$ cat src/rtl/pipe_hazard_ctrl_if.sv
// Hazard-control bundle between the pipeline datapath and pipe_hazard_ctrl.
// The datapath is the master: it drives hazard inputs and consumes stage enables.
interface pipe_hazard_ctrl_if #(
    parameter int CNT_W = 16
);
    logic             idex_memread;
    logic [4:0]       idex_ard;
    logic [4:0]       ifid_ars1;
    logic [4:0]       ifid_ars2;
    logic             ifid_uses_rs2;
    logic             branch_taken;
    logic             mem_busy;
    logic             cnt_clr;

    logic             pc_write;
    logic             ifid_write;
    logic             idex_write;
    logic             exmem_write;
    logic             ifid_flush;
    logic             idex_bubble;
    logic [1:0]       state;
    logic [CNT_W-1:0] stall_cnt;
    logic             mem_err;

    modport master (
        output idex_memread, idex_ard, ifid_ars1, ifid_ars2, ifid_uses_rs2,
               branch_taken, mem_busy, cnt_clr,
        input  pc_write, ifid_write, idex_write, exmem_write, ifid_flush,
               idex_bubble, state, stall_cnt, mem_err
    );

    modport slave (
        input  idex_memread, idex_ard, ifid_ars1, ifid_ars2, ifid_uses_rs2,
               branch_taken, mem_busy, cnt_clr,
        output pc_write, ifid_write, idex_write, exmem_write, ifid_flush,
               idex_bubble, state, stall_cnt, mem_err
    );
endinterface

$ cat src/rtl/pipe_hazard_ctrl.sv
// 5-stage pipeline hazard controller: load-use stall, branch flush, memory wait
// with a stall-cycle counter and a sticky memory-timeout flag.
module pipe_hazard_ctrl #(
    parameter int CNT_W   = 16,
    parameter int TIMEOUT = 255
) (
    input  logic                clk,
    input  logic                rst_n,
    pipe_hazard_ctrl_if.slave   hz
);
    typedef enum logic [1:0] {
        RUN        = 2'd0,
        LOAD_STALL = 2'd1,
        FLUSH      = 2'd2,
        MEM_WAIT   = 2'd3
    } state_e;

    localparam int                WAIT_W   = $clog2(TIMEOUT + 1);
    localparam logic [WAIT_W-1:0] WAIT_MAX = WAIT_W'(TIMEOUT);

    state_e             state_q, state_d;
    logic [CNT_W-1:0]   stall_cnt_q, stall_cnt_d;
    logic [WAIT_W-1:0]  wait_cnt_q, wait_cnt_d;
    logic               mem_err_q, mem_err_d;

    logic lu;
    logic pc_write, ifid_write, idex_write, exmem_write, ifid_flush, idex_bubble;

    assign lu = hz.idex_memread && (hz.idex_ard != 5'd0) &&
                ((hz.idex_ard == hz.ifid_ars1) ||
                 (hz.ifid_uses_rs2 && (hz.idex_ard == hz.ifid_ars2)));

    always_ff @(posedge clk or negedge rst_n) begin
        if (!rst_n) begin
            state_q <= RUN;
        end else begin
            state_q <= state_d;
        end
    end

    // LOAD_STALL and MEM_WAIT fall through to the RUN rules once memory is free.
    always_comb begin
        state_d = RUN;
        if (hz.mem_busy)            state_d = MEM_WAIT;
        else if (hz.branch_taken)   state_d = FLUSH;
        else if (state_q == FLUSH)  state_d = RUN;
        else if (lu)                state_d = LOAD_STALL;
    end

    always_comb begin
        pc_write    = 1'b0;
        ifid_write  = 1'b0;
        idex_write  = 1'b0;
        exmem_write = 1'b0;
        ifid_flush  = 1'b0;
        idex_bubble = 1'b0;
        if (!rst_n) begin
            // everything held off while in reset
        end else if (hz.mem_busy) begin
            // whole pipe frozen
        end else if (hz.branch_taken) begin
            {pc_write, ifid_write, idex_write, exmem_write} = 4'b1111;
            ifid_flush  = 1'b1;
            idex_bubble = 1'b1;
        end else if (state_q == FLUSH) begin
            // second flush squashes the word the synchronous imem already fetched
            {pc_write, ifid_write, idex_write, exmem_write} = 4'b1111;
            ifid_flush  = 1'b1;
        end else if (lu) begin
            idex_write  = 1'b1;
            exmem_write = 1'b1;
            idex_bubble = 1'b1;
        end else begin
            {pc_write, ifid_write, idex_write, exmem_write} = 4'b1111;
        end
    end

    always_comb begin
        stall_cnt_d = stall_cnt_q;
        if (hz.cnt_clr)                               stall_cnt_d = '0;
        else if (!pc_write && (stall_cnt_q != '1))    stall_cnt_d = stall_cnt_q + 1'b1;

        wait_cnt_d = '0;
        if (hz.mem_busy) begin
            wait_cnt_d = (wait_cnt_q == WAIT_MAX) ? wait_cnt_q : wait_cnt_q + 1'b1;
        end

        mem_err_d = mem_err_q | (hz.mem_busy && (wait_cnt_q >= WAIT_MAX - 1'b1));
    end

    always_ff @(posedge clk or negedge rst_n) begin
        if (!rst_n) begin
            stall_cnt_q <= '0;
            wait_cnt_q  <= '0;
            mem_err_q   <= 1'b0;
        end else begin
            stall_cnt_q <= stall_cnt_d;
            wait_cnt_q  <= wait_cnt_d;
            mem_err_q   <= mem_err_d;
        end
    end

    assign hz.pc_write    = pc_write;
    assign hz.ifid_write  = ifid_write;
    assign hz.idex_write  = idex_write;
    assign hz.exmem_write = exmem_write;
    assign hz.ifid_flush  = ifid_flush;
    assign hz.idex_bubble = idex_bubble;
    assign hz.state       = state_q;
    assign hz.stall_cnt   = stall_cnt_q;
    assign hz.mem_err     = mem_err_q;
endmodule

$ cat src/flat_wrapper.sv
// flat-port wrapper written by rule: the top's interface ports become plain ports
module pipe_hazard_ctrl_flat 
#(
    parameter int CNT_W   = 16,
    parameter int TIMEOUT = 255
)
  (clk, rst_n, hz_idex_memread, hz_idex_ard, hz_ifid_ars1, hz_ifid_ars2, hz_ifid_uses_rs2, hz_branch_taken, hz_mem_busy, hz_cnt_clr, hz_pc_write, hz_ifid_write, hz_idex_write, hz_exmem_write, hz_ifid_flush, hz_idex_bubble, hz_state, hz_stall_cnt, hz_mem_err);
  pipe_hazard_ctrl_if #(.CNT_W(CNT_W)) hz_i ();
  input  logic clk;
  input  logic rst_n;
  input wire logic [$bits(hz_i.idex_memread)-1:0] hz_idex_memread;
  input wire logic [$bits(hz_i.idex_ard)-1:0] hz_idex_ard;
  input wire logic [$bits(hz_i.ifid_ars1)-1:0] hz_ifid_ars1;
  input wire logic [$bits(hz_i.ifid_ars2)-1:0] hz_ifid_ars2;
  input wire logic [$bits(hz_i.ifid_uses_rs2)-1:0] hz_ifid_uses_rs2;
  input wire logic [$bits(hz_i.branch_taken)-1:0] hz_branch_taken;
  input wire logic [$bits(hz_i.mem_busy)-1:0] hz_mem_busy;
  input wire logic [$bits(hz_i.cnt_clr)-1:0] hz_cnt_clr;
  output wire logic [$bits(hz_i.pc_write)-1:0] hz_pc_write;
  output wire logic [$bits(hz_i.ifid_write)-1:0] hz_ifid_write;
  output wire logic [$bits(hz_i.idex_write)-1:0] hz_idex_write;
  output wire logic [$bits(hz_i.exmem_write)-1:0] hz_exmem_write;
  output wire logic [$bits(hz_i.ifid_flush)-1:0] hz_ifid_flush;
  output wire logic [$bits(hz_i.idex_bubble)-1:0] hz_idex_bubble;
  output wire logic [$bits(hz_i.state)-1:0] hz_state;
  output wire logic [$bits(hz_i.stall_cnt)-1:0] hz_stall_cnt;
  output wire logic [$bits(hz_i.mem_err)-1:0] hz_mem_err;
  assign hz_i.idex_memread = hz_idex_memread;
  assign hz_i.idex_ard = hz_idex_ard;
  assign hz_i.ifid_ars1 = hz_ifid_ars1;
  assign hz_i.ifid_ars2 = hz_ifid_ars2;
  assign hz_i.ifid_uses_rs2 = hz_ifid_uses_rs2;
  assign hz_i.branch_taken = hz_branch_taken;
  assign hz_i.mem_busy = hz_mem_busy;
  assign hz_i.cnt_clr = hz_cnt_clr;
  assign hz_pc_write = hz_i.pc_write;
  assign hz_ifid_write = hz_i.ifid_write;
  assign hz_idex_write = hz_i.idex_write;
  assign hz_exmem_write = hz_i.exmem_write;
  assign hz_ifid_flush = hz_i.ifid_flush;
  assign hz_idex_bubble = hz_i.idex_bubble;
  assign hz_state = hz_i.state;
  assign hz_stall_cnt = hz_i.stall_cnt;
  assign hz_mem_err = hz_i.mem_err;
  pipe_hazard_ctrl #(.CNT_W(CNT_W), .TIMEOUT(TIMEOUT)) u_core (.clk(clk), .rst_n(rst_n), .hz(hz_i));
endmodule
$ cat config.mk
export PLATFORM = sky130hd
export DESIGN_NAME = pipe_hazard_ctrl_flat
export DESIGN_NICKNAME = d
export VERILOG_FILES = /design/src/rtl/pipe_hazard_ctrl_if.sv /design/src/rtl/pipe_hazard_ctrl.sv /design/src/flat_wrapper.sv
export SDC_FILE = /design/constraint.sdc
export NUM_CORES = 1
export LEC_CHECK = 0
export ABC_CLOCK_PERIOD_IN_PS = 2700
export CAP_MARGIN = 20
export CORE_ASPECT_RATIO = 0.6
export CORE_MARGIN = 2
export CORE_UTILIZATION = 45
export DETAILED_ROUTE_END_ITERATION = 8
export PLACE_DENSITY = 0.77
export SLEW_MARGIN = 20
export SYNTH_ARGS = -nofsm -noshare
export SYNTH_HDL_FRONTEND = slang
export SYNTH_SLANG_ARGS = --single-unit
$ cat constraint.sdc
create_clock -name clk -period 2.7 [get_ports clk]
set_input_delay 0.54 -clock clk [delete_from_list [all_inputs] [get_ports clk]]
set_output_delay 0.54 -clock clk [all_outputs]
set_load 0.1 [all_outputs]
# ---- Word level (Yosys, flattened, before mapping)
# Cells that the tools add are included.
dict set report classes {
  magnitude_cmp 1
  n_reduce_logical 9
  n_addsub 2
  n_mux 24
  n_eq_ne 6
  bitwise_logic 1
}
# op n
set ops {}
lappend ops {{2-to-1 mux 16 bit} 2}
lappend ops {{2-to-1 mux 1 bit} 17}
lappend ops {{adder 16 x 1 -> 16 bit (second input constant)} 1}
lappend ops {{2-to-1 mux 8 bit} 2}
lappend ops {{inequality test 16 bit (second input constant)} 1}
lappend ops {{== test 5 bit} 2}
lappend ops {{adder 8 x 1 -> 8 bit (second input constant)} 1}
lappend ops {{== test 8 bit (second input constant)} 1}
lappend ops {{greater-or-equal comparator 8 bit (second input constant)} 1}
lappend ops {{2-to-1 mux 2 bit} 3}
lappend ops {{logical AND 1 bit} 5}
lappend ops {{nonzero test 5 bit} 1}
lappend ops {{== test 2 bit (second input constant)} 1}
lappend ops {{inequality test 2 bit (second input constant)} 1}
lappend ops {{nonzero test 2 bit} 1}
lappend ops {{logical NOT 1 bit} 1}
lappend ops {{logical OR 1 bit} 1}
lappend ops {{bitwise OR 1 bit} 1}
dict set report totals {
  register_bits 27
  inputBits 22
  elab_cells 47
}

# ---- Logic depth before layout (Yosys ltp)
dict set report depth {
  word_depth 13
  depth_mapped 9
  mapped_depth_nobuf 7
}

# ---- Least setup slack after synthesis
# Ideal clock, no wire load.
dict set report synth_timing {
  kind {input -> output}
  startpoint {input hz_mem_busy}
  endpoint {output hz_ifid_flush}
  arrival_time_ns 4.382
  cell_stages 2
  slack_ns -2.222
  required_time_ns 2.160
  path_cell_list {nor2b_1 -> a21boi_0}
}
dict set report synth_between {
  elab_chain_len 2
}
# item line_no
set synth_rtl {}
lappend synth_rtl {{start: declaration} flat_wrapper.sv:17} ;# input wire logic [$bits(hz_i.mem_busy)-1:0] hz_mem_busy;
lappend synth_rtl {{2-to-1 mux 1 bit} pipe_hazard_ctrl.sv:59} ;# end else if (hz.mem_busy) begin
lappend synth_rtl {{2-to-1 mux 1 bit} pipe_hazard_ctrl.sv:57} ;# if (!rst_n) begin
lappend synth_rtl {{end: declaration} flat_wrapper.sv:23} ;# output wire logic [$bits(hz_i.ifid_flush)-1:0] hz_ifid_flush;
# No other way between the ends.

# ---- Worst setup path after layout
dict set report layout_timing {
  startpoint {input hz_ifid_ars1[1]}
  endpoint {output hz_idex_bubble}
}
dict set report layout_between {
  elab_chain_len 8
}
# item line_no
set layout_rtl {}
lappend layout_rtl {{start: declaration} flat_wrapper.sv:13} ;# input wire logic [$bits(hz_i.ifid_ars1)-1:0] hz_ifid_ars1;
lappend layout_rtl {{== test 5 bit} pipe_hazard_ctrl.sv:30} ;# ((hz.idex_ard == hz.ifid_ars1) ||
lappend layout_rtl {{logical OR 1 bit} pipe_hazard_ctrl.sv:30}
lappend layout_rtl {{logical AND 1 bit} pipe_hazard_ctrl.sv:29} ;# assign lu = hz.idex_memread && (hz.idex_ard != 5'd0) &&
lappend layout_rtl {{2-to-1 mux 1 bit} pipe_hazard_ctrl.sv:69} ;# end else if (lu) begin
lappend layout_rtl {{2-to-1 mux 1 bit} pipe_hazard_ctrl.sv:65} ;# end else if (state_q == FLUSH) begin
lappend layout_rtl {{2-to-1 mux 1 bit} pipe_hazard_ctrl.sv:61} ;# end else if (hz.branch_taken) begin
lappend layout_rtl {{2-to-1 mux 1 bit} pipe_hazard_ctrl.sv:59}
lappend layout_rtl {{2-to-1 mux 1 bit} pipe_hazard_ctrl.sv:57}
lappend layout_rtl {{end: declaration} flat_wrapper.sv:24} ;# output wire logic [$bits(hz_i.idex_bubble)-1:0] hz_idex_bubble;
# No other way between the ends.

==> results_dict.tcl <==
set metrics [dict create \
    synthMuxAreaShare 0.03499 \
    crit_type "in2out" \
    crit_family "buffers and inverters" \
    path_max_fanout 2 \
    drv_cap 0 \
    placed_area_um2 2223 \
    holdPathEnd "u_core.hz.mem_err$_DFF_PN0_" \
    ys_types 40 \
    setup_tns_ns 0 \
    timing.final.hold_violations 0 \
    fill_cells 236 \
    crit_slowest_cell "clkdlybuf4s50_1" \
    dieArea_um2 4086 \
    start_kind "input port" \
    grt_max_degree 28 \
    ys_seq_elements 27 \
    worst_path_largest_cell_delay_ns 0.47 \
    syn_avg_cell_area_um2 9.521 \
    final_max_slew_viol_count 0 \
    final_nets 254 \
    setup_viol 0 \
    mostFrequentLayoutCell "buf_4" \
    max_freq_mhz 372.1 \
    synth_top_family_by_area "simple AND/OR/NAND/NOR gates" \
    wl_um 4251 \
    dp_slack_ns -0.3066 \
    rows 16 \
    synth_top_area_frac 0.4199 \
    netlist_area_um2 1609 \
    use_met1 0.3108 \
    hold_depth 1 \
    stdcell_area_um2 2323 \
    regArea_um2 681.9 \
    vias_per_cell 5.630 \
    post_drt_wl_per_cell_um 15.57 \
    first_pass_iters 4 \
    worst-path-buf-inv 3 \
    multi_input_area_um2 913.4 \
    fin_crit_ns 2.688 \
    reg2regPathDepth 6 \
    grt_pass1_vias 1427 \
    portBuffers 46 \
    skew_ns 0.004481 \
    report.power.total_w 0.0009010 \
    synthSimpleGateAreaFrac 0.2442 \
    cts_tree "done" \
    netlist.top_cell.by_area "dfrtp_1" \
    synthTopCellsByArea "dfrtp_1, xor2_1, or4_1, nand3_1, o31ai_1" \
    root_buffer "clkbuf_8" \
    area_growth_pct 44.40 \
    start_util 0.4813 \
    tightest_slew_ns 0.6598 \
    ir_worst_vdd_v 0.0002337 \
    diodes 0 \
    grt_pass1_wl_um 6906 \
    gr-usage-met2 0.3512 \
    reg2reg_to "u_core.hz.stall_cnt[12]$_DFFE_PN0P_" \
    synthFlopType "dfrtp_1" \
    clock_latency_ns 0.28 \
    crit_arrival_ns 2.15 \
    ctsHtreeMaxLevel 1 \
    cts_buffers 3 \
    yosysSeqAreaShare 0.4199 \
    io_pins 47 \
    min_path_type "reg2reg" \
    clockBufferDepth 2 \
    final_cell_mix "buf_4, dfrtp_1, nor2_1" \
    grt.total_usage 0.2211 \
    p_per_area_nw_per_um2 387.8 \
    async_flop_share 1.000 \
    p_leak_nw 1.050 \
    drtAntennaViolNets 0 \
    antenna_found_initial 0 \
    outcome "finished, final reports clean" \
    synth_adder_area_share 0.02333 \
    synth_compound_area_frac 0.1532 \
    r2r-start "u_core.hz.stall_cnt[7]$_DFFE_PN0P_" \
    final_util 0.6950 \
    synth_nets 194 \
    path_clk_slew_ns 0.10 \
    hold_start "u_core.hz.mem_err$_DFF_PN0_" \
    core_area_um2 3343 \
    fin_ws_ns 0.01233 \
    yosys_warnings 0 \
    busiest_layer "met2" \
    critPathRequiredTime_ns 2.16 \
    drc 0 \
    synth-edff-count 0 \
    drtIter0Drc 57 \
    path_cells "clkdlybuf4s50_1 -> xor2_2 -> nor3_2 -> a32oi_2 -> buf_4 -> o21ai_2 -> and2_4 -> buf_12" \
    die_w_um 81.20 \
    chipHeight_um 50.32 \
    drive_above_1_share 0.2939 \
    r2r_slack_ns 0.34 \
    overflow 0 \
    grt_use_met3 0.04856 \
    synth_cells 169 \
    cts_sinks 27 \
    gp_congestion 0.8596 \
    end_kind "output pin" \
    vias 1537 \
    place_hpwl_um 3138 \
    fin_crit_sh 0.9954 \
    slew_headroom 0.5601 \
    synth-xor-area-share 0.08165 \
]
[cell usage after synthesis, types with 2 or more instances]
master    count
a31oi_1       2
and4_1        3
a21oi_1      10
clkbuf_1      4
xor2_1       12
nand3_1      12
nor3_1        2
and3_1        4
o31ai_1       8
dfrtp_1      27
nand4_1       3
mux2_1        4
ha_1          3
a211oi_1      2
inv_1         5
o41ai_1       2
o21ai_0       6
buf_4         2
xnor2_1       3
nand2b_1      2
nor2_1       14
nor2b_1       6
or4_1         9
nand2_1       8
[sequential cells by signal, indices dropped and copies added, names as in the netlist]
name	count
u_core.hz.state	2
u_core.hz.stall_cnt	16
u_core.wait_cnt_q	8
u_core.hz.mem_err	1
[what timing repair did]
action                     in CTS  in global routing
pin swaps                       3                  5
setup endpoints to repair       4                 11
resized for setup              12                  9
setup buffers                   2                  1
hold buffers                    0                  0
[routing by layer]
metal / up-vias / wire (µm)
met3: 6 / 289
met4: 0 / 57
met2: 64 / 2060
met5: - / 0
li1: 736 / -
met1: 731 / 1844
[worst max path at each step]
| stage | from | end | slack, ns | depth (start not counted) |
|---|---|---|---|---|
| 2_1_floorplan | u_core.hz.state[0]$_DFF_PN0_ | hz_pc_write | 0.03 | 7 |
| 4_1_cts | hz_ifid_ars2[3] | hz_idex_bubble | 0.02 | 8 |
| 3_5_place_dp | hz_idex_ard[4] | u_core.hz.stall_cnt[12]$_DFFE_PN0P_ | -0.31 | 9 |
| 3_3_place_gp | hz_idex_ard[4] | u_core.hz.stall_cnt[6]$_DFFE_PN0P_ | -0.25 | 9 |
| 6_report | hz_ifid_ars1[1] | hz_idex_bubble | 0.01 | 8 |
| 5_1_grt | hz_ifid_ars1[1] | hz_idex_bubble | -0.04 | 8 |
[stage by stage]
step,hold WS (ns),instances
finish,0.5091,273
global route,0.5181,273
CTS,0.5060,272
detailed placement,0.4749,267
global placement,0.4720,267
floorplan,0.2444,169
[kinds of logic (layout without fill, tap and decap cells)]
family	Yosys count	after routing
flip-flops	27	27
AO/OA/AOI/OAI	36	36
AND/OR/NAND/NOR	69	69
adder cells (fa/ha/maj)	3	3
XOR/XNOR	15	15
multiplexers	5	5
buffers and inverters	14	73
[power by group]
group | leakage (nW) | switching, W | internal (W)
clock network | 0.0217 | 0.000141 | 0.000105
registers | 0.359 | 0.0000115 | 0.000413
logic | 0.669 | 0.000143 | 0.0000876
total | 1.05 | 0.000295 | 0.000606
[worst reg2reg max path: stages (launching register included)]
cell and delay, ns:
dfrtp_2 0.46, and4_1 0.25, and3_1 0.23, and3_1 0.20, and3_1 0.39, nor4b_2 0.36
mux2_1 0.36
[final cells by class]
class,instances,share of cell area
Clock buffer,3,0.01777
Clock inverter,1,0.003231
Timing Repair Buffer,63,0.2574
Inverter,6,0.01077
Sequential cell,27,0.2935
Tap cell,45,0.02423
Multi-Input combinational cell,128,0.3931
Power figures use the tool's default switching activity.
